### src/rtl/snoop_pkg.sv
// ACE snoop channel types shared by the snoop cache controller and its response path.
// Pure type definitions, no logic.
// CR response fields follow the ACE CRRESP bit order, MSB first.
package snoop_pkg;

    typedef logic [3:0] acsnoop_t;

    typedef struct packed {
        logic wasUnique;
        logic isShared;
        logic passDirty;
        logic error;
        logic dataTransfer;
    } crresp_t;

endpackage

### src/rtl/fifo_v3.sv
// Generic synchronous FIFO with registered storage and output taken from the head entry.
// Latency: a push in cycle N is visible on data_o / !empty_o in cycle N+1 (no fall-through).
// Backpressure: push is ignored when full, pop is ignored when empty; both may happen together.
module fifo_v3 #(
    parameter int unsigned DATA_WIDTH = 32,
    parameter int unsigned DEPTH      = 8,
    parameter type         dtype      = logic [DATA_WIDTH-1:0]
) (
    input  logic clk_i,
    input  logic rst_ni,
    input  logic flush_i,
    output logic full_o,
    output logic empty_o,
    input  dtype data_i,
    input  logic push_i,
    output dtype data_o,
    input  logic pop_i
);

    localparam int unsigned PtrW = (DEPTH > 1) ? $clog2(DEPTH) : 1;
    localparam int unsigned CntW = $clog2(DEPTH + 1);

    logic [PtrW-1:0] rd_ptr_q, wr_ptr_q;
    logic [CntW-1:0] cnt_q;
    dtype            mem_q [DEPTH];
    logic            do_push, do_pop;

    assign full_o  = (cnt_q == CntW'(DEPTH));
    assign empty_o = (cnt_q == '0);
    assign do_push = push_i && !full_o;
    assign do_pop  = pop_i && !empty_o;
    assign data_o  = mem_q[rd_ptr_q];

    always_ff @(posedge clk_i or negedge rst_ni) begin
        if (!rst_ni) begin
            rd_ptr_q <= '0;
            wr_ptr_q <= '0;
            cnt_q    <= '0;
            for (int i = 0; i < int'(DEPTH); i++) begin
                mem_q[i] <= '0;
            end
        end else if (flush_i) begin
            rd_ptr_q <= '0;
            wr_ptr_q <= '0;
            cnt_q    <= '0;
        end else begin
            if (do_push) begin
                mem_q[wr_ptr_q] <= data_i;
                wr_ptr_q <= (wr_ptr_q == PtrW'(DEPTH - 1)) ? '0 : wr_ptr_q + 1'b1;
            end
            if (do_pop) begin
                rd_ptr_q <= (rd_ptr_q == PtrW'(DEPTH - 1)) ? '0 : rd_ptr_q + 1'b1;
            end
            cnt_q <= cnt_q + CntW'(do_push) - CntW'(do_pop);
        end
    end

endmodule

### src/rtl/snoop_resp_buffer.sv
// Buffers ACE snoop CR responses and CD data beats between the snoop controller and the interconnect.
// Latency: one cycle from upstream handshake to downstream valid; CR and CD drain independently.
// Backpressure: ready drops only when a FIFO is full; ac_stall_o holds off snoops without a CR slot or line credit.
module snoop_resp_buffer
    import snoop_pkg::*;
#(
    parameter int unsigned CrDepth      = 2,
    parameter int unsigned CdLines      = 2,
    parameter int unsigned BeatsPerLine = 2
) (
    input  logic        clk_i,
    input  logic        rst_ni,
    input  logic        cr_valid_i,
    output logic        cr_ready_o,
    input  crresp_t     cr_resp_i,
    input  logic        cd_valid_i,
    output logic        cd_ready_o,
    input  logic [63:0] cd_data_i,
    input  logic        cd_last_i,
    output logic        cr_valid_o,
    input  logic        cr_ready_i,
    output crresp_t     cr_resp_o,
    output logic        cd_valid_o,
    input  logic        cd_ready_i,
    output logic [63:0] cd_data_o,
    output logic        cd_last_o,
    output logic        ac_stall_o,
    output logic        busy_o,
    output logic        proto_err_o
);

    localparam int unsigned BeatCntW = (BeatsPerLine > 1) ? $clog2(BeatsPerLine) : 1;
    localparam int unsigned ResW     = $clog2(CdLines + 1);
    localparam int unsigned CdDepth  = CdLines * BeatsPerLine;

    typedef struct packed {
        logic [63:0] data;
        logic        last;
    } cd_beat_t;

    logic              cr_full, cr_empty, cr_push, cr_pop;
    logic              cd_full, cd_empty, cd_push, cd_pop, cd_orphan;
    cd_beat_t          cd_in, cd_head;
    logic [ResW-1:0]   reserved_q;
    logic [BeatCntW-1:0] beat_q;
    logic              res_inc, res_dec, last_mismatch, res_overflow, err_set;

    assign cr_ready_o = !cr_full;
    assign cd_ready_o = !cd_full;
    assign cr_valid_o = !cr_empty;
    assign cd_valid_o = !cd_empty;

    assign cr_push = cr_valid_i && !cr_full;
    assign cr_pop  = cr_valid_o && cr_ready_i;
    // A beat with no outstanding line credit and nothing queued cannot belong to any snoop.
    assign cd_orphan = cd_valid_i && (reserved_q == '0) && cd_empty;
    assign cd_push   = cd_valid_i && !cd_full && !cd_orphan;
    assign cd_pop    = cd_valid_o && cd_ready_i;

    assign cd_in     = '{data: cd_data_i, last: cd_last_i};
    assign cd_data_o = cd_head.data;
    assign cd_last_o = cd_head.last;

    fifo_v3 #(
        .DEPTH (CrDepth),
        .dtype (crresp_t)
    ) i_cr_fifo (
        .clk_i   (clk_i),
        .rst_ni  (rst_ni),
        .flush_i (1'b0),
        .full_o  (cr_full),
        .empty_o (cr_empty),
        .data_i  (cr_resp_i),
        .push_i  (cr_push),
        .data_o  (cr_resp_o),
        .pop_i   (cr_pop)
    );

    fifo_v3 #(
        .DEPTH (CdDepth),
        .dtype (cd_beat_t)
    ) i_cd_fifo (
        .clk_i   (clk_i),
        .rst_ni  (rst_ni),
        .flush_i (1'b0),
        .full_o  (cd_full),
        .empty_o (cd_empty),
        .data_i  (cd_in),
        .push_i  (cd_push),
        .data_o  (cd_head),
        .pop_i   (cd_pop)
    );

    assign res_inc       = cr_push && cr_resp_i.dataTransfer;
    assign res_dec       = cd_pop && cd_head.last;
    assign res_overflow  = res_inc && !res_dec && (reserved_q == ResW'(CdLines));
    assign last_mismatch = cd_push && (cd_last_i != (beat_q == BeatCntW'(BeatsPerLine - 1)));

    assign err_set = (cr_valid_i && cr_full) || (cd_valid_i && cd_full) || cd_orphan
                   || last_mismatch || res_overflow;

    assign ac_stall_o = cr_full || (reserved_q == ResW'(CdLines));
    assign busy_o     = !cr_empty || !cd_empty || (reserved_q != '0);

    always_ff @(posedge clk_i or negedge rst_ni) begin
        if (!rst_ni) begin
            reserved_q  <= '0;
            beat_q      <= '0;
            proto_err_o <= 1'b0;
        end else begin
            if (res_inc && !res_dec && !res_overflow) begin
                reserved_q <= reserved_q + 1'b1;
            end else if (res_dec && !res_inc && (reserved_q != '0)) begin
                reserved_q <= reserved_q - 1'b1;
            end
            // A mislabelled last still closes the line so the next one starts from beat 0.
            if (cd_push) begin
                if (cd_last_i || (beat_q == BeatCntW'(BeatsPerLine - 1))) begin
                    beat_q <= '0;
                end else begin
                    beat_q <= beat_q + 1'b1;
                end
            end
            if (err_set) begin
                proto_err_o <= 1'b1;
            end
        end
    end

endmodule

### config.mk
export PLATFORM = sky130hd
export DESIGN_NAME = snoop_resp_buffer
export DESIGN_NICKNAME = d
export VERILOG_FILES = /design/src/rtl/snoop_pkg.sv /design/src/rtl/fifo_v3.sv /design/src/rtl/snoop_resp_buffer.sv
export SDC_FILE = /design/constraint.sdc
export NUM_CORES = 1
export LEC_CHECK = 0
export BUFFER_PORTS_ARGS = -buffer_cell sky130_fd_sc_hd__buf_2
export CAP_MARGIN = 20
export CORE_MARGIN = 3
export CORE_UTILIZATION = 63
export CTS_CLUSTER_SIZE = 30
export DETAILED_ROUTE_END_ITERATION = 7
export PLACE_DENSITY = 0.86
export SETUP_SLACK_MARGIN = 0.4
export SLEW_MARGIN = 10
export SYNTH_ARGS = -nofsm -noshare
export SYNTH_HDL_FRONTEND = slang
export SYNTH_SLANG_ARGS = --single-unit
export TNS_END_PERCENT = 100
### constraint.sdc
create_clock -name clk_i -period 6.2 [get_ports clk_i]
set_input_delay 1.24 -clock clk_i [delete_from_list [all_inputs] [get_ports clk_i]]
set_output_delay 1.24 -clock clk_i [all_outputs]
set_load 0.005 [all_outputs]
==> flow_summary.yaml <==
outcome:
  status: "completed"
critical_path:
  start_kind: "flip-flop"
  crit_path_cell_trace: "buf_4, mux4_2, buf_2"
  required_ns: 4.96
  slowest_delay_ns: 1.05
  timing.critical_path.depth: 3
  cp.buffers_inverters: 2
  worstPathArrival_ns: 2.89
  r2r_cells: 4
  cp-end-kind: "output port"
  crit_fanout: 45
  crit_family: "flip-flops"
  critPathSlowestCell: "dfrtp_4"
  critical_path_class: "reg2out"
power:
  p_total_mw: 8.34
  power_density_nw_per_um2: 583
  ir_drop_uv: 330
  power.leakage_nw: 6.37
placement:
  dpl.hpwl_um: 15500
  io_buffers: 152
  gp_congestion: 0.772
timing:
  drv_slew: 0
  worst_pin_slew_ns: 1.04
  fin_setup_tns_ns: 0
  grt_setup_unrepaired: "false"
  hold_violations: 0
  fin_skew_ns: 0.00656
  fmax_ghz: 0.242
  fin_crit_sh_pct: 66.7
  setup_viol: 0
  hold_ws_ns: 0.499
  maxSlewHeadroom_pct: 30.9
  period_minus_slack_ns: 4.13
global_routing:
  antenna_found_initial: 2
  grtUsageTotal_pct: 23.7
  grt_pass1_vias: 7952
  grt_max_degree: 154
  grt_pass1_wl_um: 41200
  grt-ovfl-total: 0
synthesis:
  synthTopCellsByCount: "dfrtp_1, mux2_2, mux4_2, buf_2, nand2_1"
  ys_types: 32
  synthMostInstantiatedCell: "dfrtp_1"
  synth_nets: 831
  ys_ff_latch: 285
  synth_area_sq_um: 12400
  synth_edf_count: 0
  synth_top_area_share_pct: 57.3
  synth.avg_cell_area_sq_um: 16.7
  synth_flop_cell: "dfrtp_1"
  ys_seq_area_share_pct: 57.3
  yosysTopAreaCell: "dfrtp_1"
  async_flop_share_pct: 100
  yosys-top-cells-area: "dfrtp_1, mux2_2, mux4_2"
  synth_cells: 744
  ys_warn_count: 0
routing:
  via_per_inst: 5.98
  drt-met1-wl_um: 10100
  drtAntennaViolNets: 0
  wl_per_cell_um: 21.3
  drc: 0
  drt_iter0_drc: 325
  dr_wl_met2_um: 12900
  num_vias: 6975
  top_layer: "met4"
  dr_wl_met3_um: 1170
  dr.pass1.iters: 4
  finalWirelength_um: 24800
die:
  die-area_sq_um: 21500
  die_w_um: 147
  rows: 50
  coreArea_sq_um: 19100
  io_pins: 153
  die_height_um: 147
  start_util_pct: 65.2
clock_network:
  clock_path_buffers: 3
  post_cts_buffers: 0
  cts_root_buf: "clkbuf_16"
  cts_hold_buf: 0
  clk_latency_ns: 0.53
  cts_resized: 0
  clk_pin_slew_ns: 0.06
  cts_sinks: 285
  cts_buffers: 29
  cts_tree: "built"
  htree_levels: 1
final_layout:
  fin_nets: 973
  drive_gt1_share_pct: 61.0
  area_growth_pct: 14.9
run:
  max_cap_violations: 0
min_path:
  hold_class: "reg2reg"
  whs_path_depth: 1
path summary, 6_finish.rpt:
path                                       start                   end  slack, ns
setup / recovery           i_cd_fifo.rd_ptr_q[0]         cd_data_o[16]       2.07
hold / removal              i_cd_fifo.mem_q[118]  i_cd_fifo.mem_q[118]       0.50
setup reg to reg                   reserved_q[0]  i_cd_fifo.mem_q[229]       3.54
hold reg to reg             i_cd_fifo.mem_q[118]  i_cd_fifo.mem_q[118]       0.50
max in group asynchronous                 rst_ni  i_cd_fifo.mem_q[238]       4.28
min in group asynchronous                 rst_ni  i_cd_fifo.mem_q[180]       0.63
sequential cells by signal, indices dropped and copies added (netlist names):
signal / cells
i_cd_fifo.mem_q: 260
i_cr_fifo.mem_q: 10
i_cd_fifo.cnt_q: 3
i_cd_fifo.rd_ptr_q: 2
i_cd_fifo.wr_ptr_q: 2
i_cr_fifo.cnt_q: 2
reserved_q: 2
beat_q: 1
i_cr_fifo.rd_ptr_q: 1
i_cr_fifo.wr_ptr_q: 1
proto_err_o: 1
per-stage QoR:
step	std cells	area, sq um	setup WS (ns)	utilization (%)
3_5_place_dp	1115	13400	2.54	70.1
5_1_grt	1167	14300	1.81	75.0
4_1_cts	1165	14300	1.96	74.9
6_report	1167	14300	2.07	75.0
2_1_floorplan	744	12400	3.35	-
3_3_place_gp	1115	13400	2.57	70.1
metal layers:
layer	vias up	GRT usage (%)
li1	3045	-
met1	3709	30.6
met2	174	42.0
met3	47	4.28
met4	0	5.93
met5	-	0
cells by family after synthesis:
logic type	after synthesis	share of synthesized area [%]
AND/OR/NAND/NOR	34	1.36
flip-flops	285	57.3
AO/OA/AOI/OAI	9	0.533
multiplexers	343	36.9
adder cells (fa/ha/maj)	11	1.17
XOR/XNOR	6	0.422
buffers and inverters	56	2.32
area by class of cell:
cell class / instances / area, sq um
clock inverters: 10 / 106
clock buffers: 40 / 817
diodes: 2 / 5.00
well taps: 260 / 325
flip-flops and latches: 285 / 7140
repair buffers: 156 / 813
inverters: 11 / 41.3
fillers: 1148 / 4780
multi-input cells: 403 / 5060
power breakdown:
group          internal (mW)  switching, mW  total [mW]  leakage [nW]
Sequential              2.82          0.643        3.46          3.38
Combinational           2.01           1.19        3.20          2.53
Clock                  0.997          0.683        1.68         0.456
Total                   5.82           2.52        8.34          6.37
worst reg2reg max path, stage by stage (launching register included):
cell and delay (ns):
dfrtp_1 0.47, o21bai_1 0.15, a21boi_2 0.62, nand2_4 0.74, mux2_2 0.55
cell usage in the layout (no fill, tap or decap), types with 2 or more instances in the layout:
master,count
xor2_1,2
ha_1,10
xnor2_1,4
nand2_4,4
dfrtp_1,283
clkinv_2,6
clkbuf_16,29
nor3_1,3
clkbuf_8,5
nand3_1,4
nor2_1,4
mux2_2,278
o21ai_0,2
nand2_1,8
buf_2,151
mux4_2,65
bufinv_16,2
a31oi_1,2
or3_1,2
clkbuf_1,6
buf_4,3
diode_2,2
inv_1,11
or4_1,2
nand2b_1,2
No activity file was read; power rests on OpenSTA's default activity.
